<file path="config.mk">
export PLATFORM = sky130hd
export DESIGN_NAME = spike_rate_decoder
export DESIGN_NICKNAME = d
export VERILOG_FILES = /design/src/rtl/spike_rate_decoder.sv
export SDC_FILE = /design/constraint.sdc
export NUM_CORES = 1
export LEC_CHECK = 0
export ABC_CLOCK_PERIOD_IN_PS = 4070
export BUFFER_PORTS_ARGS = -buffer_cell sky130_fd_sc_hd__buf_2
export CORE_UTILIZATION = 60
export CTS_CLUSTER_SIZE = 25
export DETAILED_ROUTE_END_ITERATION = 10
export HOLD_SLACK_MARGIN = 0.15
export PLACE_DENSITY = 0.9
export SLEW_MARGIN = 20
export SYNTH_ARGS = -nofsm -noshare
export SYNTH_HDL_FRONTEND = slang
export SYNTH_SLANG_ARGS = --single-unit
</file>
<file path="constraint.sdc">
create_clock -name clk -period 4.07 [get_ports clk]
set_input_delay 0.407 -clock clk [delete_from_list [all_inputs] [get_ports clk]]
set_output_delay 0.407 -clock clk [all_outputs]
set_load 0.1 [all_outputs]
</file>
<file path="src/rtl/spike_rate_decoder.sv">
// Spike-train decoder: counts rising edges of spike_in over a fixed window
// and measures the inter-spike interval between consecutive edges.
module spike_rate_decoder #(
  parameter int unsigned WINDOW_CYCLES = 16,
  parameter int unsigned COUNT_W       = 8,
  parameter int unsigned ISI_W         = 12
) (
  input  logic               clk,
  input  logic               rst_n,
  input  logic               enable,
  input  logic               spike_in,
  output logic [COUNT_W-1:0] rate_count,
  output logic               rate_valid,
  output logic               rate_sat,
  output logic [ISI_W-1:0]   isi,
  output logic               isi_valid,
  output logic               isi_sat,
  output logic               busy
);

  localparam int unsigned WCNT_W = (WINDOW_CYCLES > 1) ? $clog2(WINDOW_CYCLES) : 1;

  typedef enum logic {IDLE, RUN} state_t;

  state_t               state, state_nxt;
  logic                 spike_d;
  logic                 rise;
  logic                 run_cycle;
  logic                 terminal;
  logic [WCNT_W-1:0]    wcnt;
  logic [COUNT_W-1:0]   acc;
  logic                 acc_sat;
  logic [COUNT_W:0]     acc_sum;
  logic [COUNT_W-1:0]   acc_next;
  logic                 acc_next_sat;
  logic [ISI_W-1:0]     isi_timer;
  logic                 timer_max;
  logic                 have_prev;

  always_ff @(posedge clk or negedge rst_n) begin
    if (!rst_n) state <= IDLE;
    else        state <= state_nxt;
  end

  always_comb begin
    state_nxt = state;
    case (state)
      IDLE:    if (enable)  state_nxt = RUN;
      RUN:     if (!enable) state_nxt = IDLE;
      default: state_nxt = IDLE;
    endcase
  end

  always_comb begin
    busy = (state == RUN);
  end

  // acc saturates in place, so overflow earlier in the window is remembered
  // in acc_sat; otherwise rate_sat would miss it at the terminal cycle.
  always_comb begin
    rise         = spike_in & ~spike_d;
    run_cycle    = (state == RUN) & enable;
    terminal     = (wcnt == WCNT_W'(WINDOW_CYCLES - 1));
    acc_sum      = {1'b0, acc} + (COUNT_W + 1)'(rise);
    acc_next     = acc_sum[COUNT_W] ? '1 : acc_sum[COUNT_W-1:0];
    acc_next_sat = acc_sat | acc_sum[COUNT_W];
    timer_max    = &isi_timer;
  end

  // Counters are held clear whenever not running, which covers the
  // clear-on-entry requirement and discards an aborted partial window.
  always_ff @(posedge clk or negedge rst_n) begin
    if (!rst_n) begin
      spike_d    <= 1'b0;
      wcnt       <= '0;
      acc        <= '0;
      acc_sat    <= 1'b0;
      isi_timer  <= '0;
      have_prev  <= 1'b0;
      rate_count <= '0;
      rate_valid <= 1'b0;
      rate_sat   <= 1'b0;
      isi        <= '0;
      isi_valid  <= 1'b0;
      isi_sat    <= 1'b0;
    end else begin
      spike_d    <= spike_in;
      rate_valid <= 1'b0;
      isi_valid  <= 1'b0;
      if (!run_cycle) begin
        wcnt      <= '0;
        acc       <= '0;
        acc_sat   <= 1'b0;
        isi_timer <= '0;
        have_prev <= 1'b0;
      end else begin
        if (terminal) begin
          rate_count <= acc_next;
          rate_sat   <= acc_next_sat;
          rate_valid <= 1'b1;
          wcnt       <= '0;
          acc        <= '0;
          acc_sat    <= 1'b0;
        end else begin
          acc     <= acc_next;
          acc_sat <= acc_next_sat;
          wcnt    <= wcnt + WCNT_W'(1);
        end
        if (rise) begin
          if (have_prev) begin
            isi       <= timer_max ? '1 : isi_timer + ISI_W'(1);
            isi_sat   <= timer_max;
            isi_valid <= 1'b1;
          end
          isi_timer <= '0;
          have_prev <= 1'b1;
        end else if (!timer_max) begin
          isi_timer <= isi_timer + ISI_W'(1);
        end
      end
    end
  end

endmodule
</file>
After elaboration in Yosys (flattened, before gate mapping):

Cells that the tools add are included.

* flip-flop bits (word level): 52
* memories kept: 0
* RAM bits: 0
* latch bits: 0
* bits in read-only memories: 0
* logic and storage cells: 45

* multipliers: 0
* bitwise operators: 4
* magnitude comparators: 0
* shift operators: 0
* mux-type cells: 19
* reductions and logical operators: 3
* divide/modulo/power cells: 0
* equal/unequal tests: 3
* add/sub/neg operators: 3

Operators with widths (number)
* two-way mux 12 bit: 4
* two-way mux 8 bit: 3
* adder 12 x 1 -> 12 bit (second input constant): 1
* AND reduction 12 bit: 1
* two-way mux 1 bit: 10
* adder 8 x 1 -> 9 bit: 1
* two-way mux 4 bit: 2
* adder 4 x 1 -> 4 bit (second input constant): 1
* equality test 4 bit (second input constant): 1
* inequality test 3 bit (second input constant): 1
* AND reduction 3 bit: 1
* bitwise AND 1 bit: 2
* inequality test 2 bit (second input constant): 1
* AND reduction 2 bit: 1
* inverter 1 bit: 1
* bitwise OR 1 bit: 1

Logic depth before layout (Yosys ltp):

* depth after elaboration: 6
* mapped depth: 7
* depth with buffers taken out: 7

Worst setup path after synthesis:

Ideal clock, no wire load.

* kind: reg-to-reg
* from: register state, in the netlist busy
* to: register isi[4]
* required time: 3934 ps
* path slack: 2153 ps
* arrival time: 1781 ps
* stages on the path, launching flop included: 6
* path buffers: 1
* period minus slack after synthesis: 1917 ps
* cell sequence: dfrtp_1 > and2_1 > nand3_1 > clkbuf_1 > nand2_1 > o21ai_0

* cells in the longest elaborated chain, start to end: 2

Ends and longest elaborated chain
* start: declaration: line 25 `state_t state, state_nxt;`
* start signal: assignment: line 42 `else state <= state_nxt;`
* bitwise AND 1 bit: line 62 `run_cycle = (state == RUN) & enable;`
* AND reduction 3 bit (no source line)
* end signal: assignment: line 111 `isi <= timer_max ? '1 : isi_timer + ISI_W'(1);`
* end: declaration: line 15 `output logic [ISI_W-1:0] isi,`

No other way between the ends.
A chain may end at the register's enable or synchronous reset.

Worst setup path after layout:

* from: input spike_in
* to: register rate_count[2]

* cells in the longest elaborated chain, start to end: 3

Ends and longest elaborated chain
* start: declaration: line 11 `input logic spike_in,`
* bitwise AND 1 bit: line 61 `rise = spike_in & ~spike_d;`
* adder 8 x 1 -> 9 bit: line 64 `acc_sum = {1'b0, acc} + (COUNT_W + 1)'(rise);`
* two-way mux 8 bit: line 65 `acc_next = acc_sum[COUNT_W] ? '1 : acc_sum[COUNT_W-1:0];`
* end signal: assignment: line 98 `rate_count <= acc_next;`
* end: declaration: line 12 `output logic [COUNT_W-1:0] rate_count,`

No other way between the ends.

==> flow_metrics.env <==
export IMPL_power_density_mw_per_mm2=365.1
export IMPL_async_reset_ff_frac=1.000
export IMPL_overflow=0
export IMPL_fillCellCount=282
export IMPL_p_total_uw=875.8
export IMPL_final_cell_count_no_fill=290
export IMPL_grt_max_degree=53
export IMPL_avgViaCountPerCell=5.331
export IMPL_num_vias=1546
export IMPL_use_met2=0.3502
export IMPL_globalRoute_busiestLayer="met2"
export IMPL_nets=251
export IMPL_remaining_drc_errors=0
export IMPL_htree_levels=2
export IMPL_endpoint_kind="flop"
export IMPL_met3_usage=0.04762
export IMPL_root_buffer="clkbuf_4"
export IMPL_antenna_left=0
export IMPL_power_leakage_nw=1.142
export IMPL_grt_pass1_wl_mm=6.230
export IMPL_cp_required_ns=4.34
export IMPL_firstDrtPassIters=4
export IMPL_rows=21
export IMPL_cts_tree="built"
export IMPL_setup_viol=0
export IMPL_max_freq_mhz=435.9
export IMPL_holdCritPathClass="in2reg"
export IMPL_period_share=0.5636
export IMPL_die_area_sq_mm=0.003809
export IMPL_crit_fanout=7
export IMPL_num_io_pins=29
export IMPL_fin_skew_ns=0.008297
export IMPL_area_delta_synth_final_pct=12.11
export IMPL_ir_drop_mv=0.2994
export IMPL_core_area_sq_mm=0.003363
export IMPL_antenna_cells=0
export IMPL_grt_pass1_vias=1450
export IMPL_cts_buffers=5
export IMPL_routabilityCongestion=0.8068
export IMPL_drt_initial_drc_count=51
export IMPL_syn_nets=219
export IMPL_drt_wirelength_per_cell_um=12.69
export IMPL_maxSlewViolCount=0
export IMPL_ctsResizeCount=0
export IMPL_p_seq_frac=0.611
export IMPL_post_place_ws_ns=1.909
export IMPL_cts_max_path_buffers=2
export IMPL_finalCriticalPeriod_ns=2.294
export IMPL_synth_area_sq_mm=0.002140
export IMPL_synthCells=211
export IMPL_start_util=0.6362
export IMPL_pwr_share_clk=0.266
export IMPL_drive_gt1_frac=0.1680
export IMPL_crit_path_start_kind="primary input"
export IMPL_worst_pin_slew_ns=0.6260
export IMPL_numClockSinks=52
export IMPL_syn_avg_cell_area_sq_um=10.14
export IMPL_ys_ff_latch=52
export IMPL_clock_latency_ns=0.36
export IMPL_placed_cells=280
export IMPL_ys_warn_count=0
export IMPL_hold_viol_final=0
export IMPL_port_buffers=28
export IMPL_relSlewSlack=0.5827
export IMPL_dp_hpwl_mm=2.600
export IMPL_synth_edf_count=0
export IMPL_tns_ns=0
export IMPL_gr_usage_all_layers=0.2303
export IMPL_yosysSeqAreaShare=0.6082
export IMPL_drv_cap=0
export IMPL_totalWireLength_mm=3.679
export IMPL_finalWorstSetupSlack_ns=1.776
export IMPL_p_int_uw=630.1
export IMPL_grtUsageMet1=0.3243
export IMPL_pwr_share_comb=0.123
export IMPL_yosys_most_used_dff="dfrtp_1"
export IMPL_arrival_ns=2.56
export IMPL_switchingPower_uw=245.6
export IMPL_critical_path_class="in2reg"
export IMPL_path_clk_slew_ns=0.13
export IMPL_switching_share=0.2805
export IMPL_outcome="complete, no violations"
export IMPL_grt_antenna_before_repair=0
export IMPL_synth_distinct_cells=31
export IMPL_rsz0062_at_grt="false"
export IMPL_fp_dieW_um=61.72
export IMPL_die_h_um=61.72
[cells by family (layout without fill, tap and decap cells)]
kind of cell | count (synthesis) | count (layout) | share of synthesized area
and+or+nand+nor | 95 | 95 | 0.2029
DFF | 52 | 52 | 0.6082
AOI/OAI and AO/OA | 35 | 35 | 0.08889
buffers and inverters | 12 | 45 | 0.02222
xor gates and xnor gates | 11 | 11 | 0.04503
adders and majority gates | 4 | 4 | 0.02339
muxes | 2 | 2 | 0.009357
[placed cells by master, fill, tap and decap left out]
cell           instances
nand3_2                1
dlygate4sd3_1          2
nand2b_1               2
or2_2                  1
o31ai_1                2
o21ai_1                1
nand4_1                2
mux2i_1                2
dfrtp_1               52
o21a_1                 1
buf_2                 28
clkbuf_1               2
or3_1                  2
inv_1                  5
xor2_1                 2
and2_1                 1
o21ai_0               16
nor2b_1                1
clkbuf_4               5
a31o_2                 1
buf_4                  1
nand2_1               27
xnor2_1                9
nor2_1                36
and3_1                 2
nor4_1                 1
clkinv_1               1
ha_1                   4
nor3_1                 8
nand3_1                8
a21oi_1               11
clkbuf_8               1
nor3_2                 2
a31oi_1                3
nand4_2                1
[timing repair]
| action | CTS | global route |
|---|---|---|
| hold buffers | 2 | 0 |
| setup buffers | 0 | 0 |
| hold endpoints to repair | 14 | 0 |
[sequential cells by signal, indices dropped and copies added (netlist names)]
name and cells:
acc 8, acc_sat 1, busy 1, have_prev 1, isi 12, isi_sat 1
isi_timer 12, isi_valid 1, rate_count 8, rate_sat 1, rate_valid 1, spike_d 1
wcnt 4
[cell usage after synthesis, types with 3 or more instances]
cell type / n / area, sq um
dfrtp_1: 52 / 1301
nor2_1: 36 / 135.1
nand2_1: 27 / 101.4
o21ai_0: 16 / 80.08
a21oi_1: 11 / 55.05
xnor2_1: 9 / 78.83
nand3_1: 8 / 40.04
nor3_1: 8 / 40.04
inv_1: 5 / 18.77
clkbuf_1: 4 / 15.01
ha_1: 4 / 50.05
a31oi_1: 3 / 18.77
[worst max-delay path, cell delays in order]
cell	delay, ns
dlygate4sd3_1	0.52
buf_2	0.10
nor2b_1	0.24
ha_1	0.22
ha_1	0.18
nand2_1	0.12
nor3_2	0.43
a21oi_1	0.11
o21ai_0	0.23
[per-stage QoR]
step	util	area, sq um	hold slack (ns)
3_3_place_gp	0.6897	2320	0.4493
3_5_place_dp	0.6897	2320	0.4510
5_1_grt	0.7132	2399	0.1659
4_1_cts	0.7132	2399	0.1681
6_report	0.7132	2399	0.1796
2_1_floorplan	-	2140	0.1114
[power by group through the flow]
stage                     clock, mW  combinational (mW)  sequential [mW]
after floorplan                   0              0.0165            0.609
after detailed placement          0               0.108            0.545
after global placement            0               0.106            0.544
after CTS                     0.237               0.109            0.535
final                         0.233               0.108            0.535
after global routing          0.257               0.116            0.537
[per-layer routing]
metal / vias up / share of wire
met1: 725 / 0.49
met2: 34 / 0.45
li1: 776 / -
met4: 0 / 0.026
met3: 11 / 0.038
met5: - / 0
[layout make-up]
cell class | instances | area, sq um | share of cell area
Clock buffer | 8 | 58.81 | 0.02452
Timing Repair Buffer | 31 | 167.7 | 0.06990
Tap cell | 46 | 57.56 | 0.02400
Multi-Input combinational cell | 147 | 790.8 | 0.3297
Sequential cell | 52 | 1301 | 0.5425
Inverter | 6 | 22.52 | 0.009390
[final timing paths]
check	slack, ns	cells after the start	startpoint	to
setup / recovery	1.78	9	spike_in	rate_count[2]$_DFFE_PN0P_
hold / removal	0.18	1	enable	busy$_DFF_PN0_
setup reg to reg	2.09	7	spike_d$_DFF_PN0_	rate_count[2]$_DFFE_PN0P_
hold reg to reg	0.47	1	wcnt[0]$_DFF_PN0_	wcnt[0]$_DFF_PN0_
max in group asynchronous	2.98	3	rst_n	busy$_DFF_PN0_
min in group asynchronous	0.67	3	rst_n	isi_valid$_DFF_PN0_
No activity file was read; power rests on OpenSTA's default activity.
